## src/rtl/shared_add_sequencer.sv

```systemverilog
// shared_add_sequencer
// Two requesters share one narrow slice adder. A round-robin arbiter grants
// one operation at a time; the adder then walks the operands SLICE bits per
// cycle, and the finished sum is held in a response register until the
// consumer accepts it.
module shared_add_sequencer #(
  parameter int WIDTH = 64,
  parameter int SLICE = 8
) (
  input  logic             clk,
  input  logic             rst,
  // requester 0
  input  logic             req0_valid,
  output logic             req0_ready,
  input  logic [WIDTH-1:0] req0_a,
  input  logic [WIDTH-1:0] req0_b,
  input  logic             req0_cin,
  // requester 1
  input  logic             req1_valid,
  output logic             req1_ready,
  input  logic [WIDTH-1:0] req1_a,
  input  logic [WIDTH-1:0] req1_b,
  input  logic             req1_cin,
  // response
  output logic             rsp_valid,
  input  logic             rsp_ready,
  output logic [WIDTH-1:0] rsp_sum,
  output logic             rsp_cout,
  output logic             rsp_id,
  output logic             busy
);

  localparam int NSL = WIDTH / SLICE;
  localparam int CW  = (NSL > 1) ? $clog2(NSL) : 1;
  localparam logic [CW-1:0] LAST = CW'(NSL - 1);

  typedef enum logic [1:0] {
    IDLE,
    ADD,
    DONE
  } state_t;

  state_t           state;
  logic             ptr;        // requester that wins when both are valid
  logic [WIDTH-1:0] a_reg;
  logic [WIDTH-1:0] b_reg;
  logic [WIDTH-1:0] sum_work;   // partial sum, filled one slice per cycle
  logic             carry;
  logic             id_reg;
  logic [CW-1:0]    k;          // index of the slice added this cycle

  logic             grant_valid;
  logic             grant_id;
  logic             take;
  logic [SLICE:0]   slice_sum;
  logic [WIDTH-1:0] sum_next;

  // Arbitration: a lone requester wins outright, a tie goes to the pointer.
  // NOTE: every always_comb output gets a default first so no path leaves it
  // unassigned, which would otherwise infer a latch.
  always_comb begin
    grant_valid = 1'b0;
    grant_id    = 1'b0;
    if (req0_valid && req1_valid) begin
      grant_valid = 1'b1;
      grant_id    = ptr;
    end else if (req0_valid) begin
      grant_valid = 1'b1;
      grant_id    = 1'b0;
    end else if (req1_valid) begin
      grant_valid = 1'b1;
      grant_id    = 1'b1;
    end
  end

  // Ready is combinational so the handshake completes in the grant cycle;
  // it is masked during reset so nothing is accepted while rst is high.
  assign take       = (state == IDLE) && grant_valid && !rst;
  assign req0_ready = take && !grant_id;
  assign req1_ready = take && grant_id;
  assign busy       = (state != IDLE);

  // Slice adder: current slice of both operands plus the running carry,
  // merged into the partial sum at the slice position.
  always_comb begin
    slice_sum = {1'b0, a_reg[int'(k)*SLICE +: SLICE]}
              + {1'b0, b_reg[int'(k)*SLICE +: SLICE]}
              + {{SLICE{1'b0}}, carry};
    sum_next  = sum_work;
    sum_next[int'(k)*SLICE +: SLICE] = slice_sum[SLICE-1:0];
  end

  // Sequencer FSM with registered response outputs.
  // NOTE: sequential state uses non-blocking assignments so every register
  // samples pre-edge values, independent of statement order.
  // NOTE: the operand and partial-sum registers are reset as well; the cost is
  // small and it keeps every register value defined right after reset.
  always_ff @(posedge clk or posedge rst) begin
    if (rst) begin
      state     <= IDLE;
      ptr       <= 1'b0;
      a_reg     <= '0;
      b_reg     <= '0;
      sum_work  <= '0;
      carry     <= 1'b0;
      id_reg    <= 1'b0;
      k         <= '0;
      rsp_valid <= 1'b0;
      rsp_sum   <= '0;
      rsp_cout  <= 1'b0;
      rsp_id    <= 1'b0;
    end else begin
      case (state)
        IDLE: begin
          if (take) begin
            a_reg  <= grant_id ? req1_a   : req0_a;
            b_reg  <= grant_id ? req1_b   : req0_b;
            carry  <= grant_id ? req1_cin : req0_cin;
            id_reg <= grant_id;
            ptr    <= ~grant_id;
            k      <= '0;
            state  <= ADD;
          end
        end
        ADD: begin
          sum_work <= sum_next;
          carry    <= slice_sum[SLICE];
          k        <= k + 1'b1;
          if (k == LAST) begin
            // Response registers change only here, so the previous result
            // stays visible for the whole next operation.
            rsp_valid <= 1'b1;
            rsp_sum   <= sum_next;
            rsp_cout  <= slice_sum[SLICE];
            rsp_id    <= id_reg;
            state     <= DONE;
          end
        end
        DONE: begin
          if (rsp_ready) begin
            rsp_valid <= 1'b0;
            state     <= IDLE;
          end
        end
        default: state <= IDLE;
      endcase
    end
  end

endmodule

```

## config.mk

```make
export PLATFORM = sky130hd
export DESIGN_NAME = shared_add_sequencer
export DESIGN_NICKNAME = d
export VERILOG_FILES = /design/src/rtl/shared_add_sequencer.sv
export SDC_FILE = /design/constraint.sdc
export NUM_CORES = 1
export LEC_CHECK = 0
export ABC_CLOCK_PERIOD_IN_PS = 12100
export BUFFER_PORTS_ARGS = -buffer_cell sky130_fd_sc_hd__buf_2
export CAP_MARGIN = 10
export CORE_ASPECT_RATIO = 1.25
export CORE_UTILIZATION = 50
export DETAILED_ROUTE_END_ITERATION = 8
export PLACE_DENSITY = 0.78
export SYNTH_ARGS = -nofsm -noshare
export SYNTH_HDL_FRONTEND = slang
export SYNTH_SLANG_ARGS = --single-unit
```

## constraint.sdc

```tcl
create_clock -name clk -period 12.1 [get_ports clk]
set_clock_uncertainty 0.15 [all_clocks]
set_input_delay 3.63 -clock clk [delete_from_list [all_inputs] [get_ports clk]]
set_output_delay 3.63 -clock clk [all_outputs]
set_load 0.1 [all_outputs]
```

==> flow_summary.toml <==
[outcome]
status = "completed"

[clocking]
clock-sinks = 267
cts_tree = "done"
ctsResizeCount = 0
postCtsHoldBufs = 0
post-cts-setup-buffers = 0
cts.clk_slew.worst_paths_ns = 0.06
cts_root_buf = "clkbuf_16"
htree_levels = 1
cts_made_buffers = 27
worstSkewPairLatency_ns = 0.54
clockBufferDepth = 3

[logic_synthesis]
synth_top_area_share_pct = 50.1
synth_compound_area_share_pct = 13.6
synth_xor_area_share_pct = 0.197
synthDistinctLibCells = 57
syn_nets = 1615
synth_edf_count = 0
synthSimpleGateAreaFrac_pct = 13.7
ys_ff_latch = 267
yosysSeqAreaShare_pct = 50.1
yosys_warnings = 0
synth_top_family_by_area = "multiplexers"
synth_fa_ha_area_share_pct = 1.61
syn_area_per_cell_um2 = 9.98
synth_area_um2 = 13300
muxShareOfSynthArea_pct = 16.5
ys_top_cells_by_area = "dfrtp_1, mux2i_1, nand2_1"
ys_async_sr_fraction_pct = 100
syn_inst = 1336
yosysTopAreaCell = "dfrtp_1"
synth_top_flop_cell = "dfrtp_1"

[power_and_ir_drop]
pwr-share-clk_pct = 16.0
p_comb_share_pct = 54.5
p_sw_share_pct = 50.0
p_int_mw = 2.51
seqPwrFrac_pct = 29.5
total_power_mw = 5.01
power.switching_mw = 2.51
peakVddDrop_mv = 0.209
p_leak_nw = 8.05
p_per_area_nw_per_um2 = 316

[layout]
area_growth_pct = 19.0
nNetsFinal = 1891
seqCellArea_um2 = 6680
num-fill-cells = 2247
drive_above_1_share_pct = 26.7
multi_input_comb_area_um2 = 6110
instances_no_fill = 1976

[timing]
period_needed_ns = 9.13
fmax_mhz = 110
finalWorstSetupSlack_ns = 2.97
final_hold_viol_count = 0
rsz0062_at_grt = "no"
period_share_pct = 75.4
maxSlewHeadroom_pct = 21.8
drv_slew = 0
tns_ns = 0
worst_pin_slew_ns = 1.17
hold-worst-slack_ns = 0.321
setup_viol = 0

[detailed_routing]
post-route-drc-count = 0
firstDrtPassIters = 5
post_drt_wl_per_cell_um = 17.9
route.vias.total = 10700
drt_wl_total_um = 35300
antenna_left = 0
drtIter0Drc = 628
vias_per_cell = 5.43

[critical_path]
crit_start = "req0_valid"
critPathMaxFanout = 130
critPathKind = "in -> out"
required_ns = 8.32
cp-start-kind = "primary input"
rr_startpoint = "k[0]"
cp-end-kind = "output pin"
critPathArrivalTime_ns = 5.35

[job]
cap_violations = 0

[floorplanning]
die_area_um2 = 27300
initial_utilization_pct = 51.1
die_y_um = 185
placementRows = 66
core-area_um2 = 26100
dieWidth_um = 148
io_pins = 333

[min_path]
hp-start = "sum_work[12]"
hp-class = "reg -> reg"

[global_routing]
antenna_found_initial = 6
grt_pass1_vias = 10500
grtUsageTotal_pct = 26.2
gr-total-overflow = 0
grt_pass1_wl_um = 55400
grt_max_degree = 134

[placement]
gp_routability_congestion = 0.867
io_buffers = 332
pre_cts_ws_ns = 2.91
dp.cells = 1923
dp_hpwl_um = 25500
[metal layers]
metal | routed length, µm | global-route usage, %
met1 | 13800 | 32.8
met2 | 18000 | 46.3
met3 | 2550 | 4.23
met4 | 946 | 8.12
met5 | 8 | 0
[stage by stage]
| stage | util (%) | cell area, µm² |
|---|---|---|
| 5_1_grt | 60.8 | 15900 |
| 2_1_floorplan | - | 13300 |
| 6_report | 60.8 | 15900 |
| 3_5_place_dp | 57.5 | 15000 |
| 4_1_cts | 60.8 | 15900 |
| 3_3_place_gp | 57.5 | 15000 |
[layout by cell type, fill, tap and decap left out, types with 14 or more instances in the layout]
master and instances:
nand2_1 295, nor2_1 54, buf_2 332, and3_1 19, a21oi_1 64, dfrtp_1 265, o21ai_0 137, mux2i_1 137
mux4_2 32, o31ai_1 24, clkbuf_16 27, o21ai_1 82, ha_1 14, nand3_1 15
[power groups by stage]
stage | sequential (mW) | combinational (mW) | clock, mW
2_1_floorplan | 1.99 | 1.53 | 0
3_3_place_gp | 1.47 | 2.66 | 0
3_5_place_dp | 1.49 | 2.73 | 0
4_1_cts | 1.48 | 2.74 | 0.816
6_report | 1.48 | 2.73 | 0.800
5_1_grt | 1.52 | 2.95 | 0.851
[cell type report]
class	count	share of cell area (%)
Timing Repair Buffer	343	11.1
Antenna cell	6	0.0946
Multi-Input combinational cell	964	38.5
Inverter	9	0.260
Tap cell	340	2.68
Clock buffer	39	4.86
Clock inverter	8	0.434
Sequential cell	267	42.1
[logic make-up (layout without fill, tap and decap cells)]
kind of cell	Yosys count	count (layout)
compound gates	334	334
xor+xnor	3	3
fa+ha+maj	16	16
buf+inv	105	399
flops	267	267
mux	179	179
other cells	0	6
simple gates	432	432
[worst paths after layout]
path                       slack [ns]      endpoint  depth (start not counted)
setup / recovery                 2.97    req1_ready                          5
hold / removal                   0.32  sum_work[12]                          2
setup reg to reg                 7.45   rsp_sum[62]                         12
hold reg to reg                  0.32  sum_work[12]                          2
max in group asynchronous        7.10     b_reg[55]                          3
min in group asynchronous        3.13   rsp_sum[27]                          2
[critical path: stages]
cell and delay (ns):
buf_2 0.14, nor2_1 0.07, or3_4 0.73, nor2_4 0.29, buf_2 0.45
[synthesized netlist by cell type, types with 2 or more instances]
library cell	n
nand2_1	296
dfrtp_1	267
mux2i_1	137
o21ai_0	137
o21ai_1	83
a21oi_1	64
nor2_1	54
buf_2	39
clkbuf_1	33
mux4_2	32
o31ai_1	24
and3_1	19
nand3_1	15
ha_1	14
buf_6	12
nor2b_1	10
and2_1	8
inv_1	8
buf_4	7
nor3_1	7
mux2_1	6
buf_1	4
mux2_2	4
nor3b_1	4
a211oi_1	3
a221oi_1	3
a31oi_1	3
nand2_2	3
nand3b_1	3
o21a_1	3
a21o_1	2
fa_1	2
nand2b_1	2
o211ai_1	2
or2_1	2
or3_1	2
xnor2_1	2
Power figures use the tool's default switching activity.
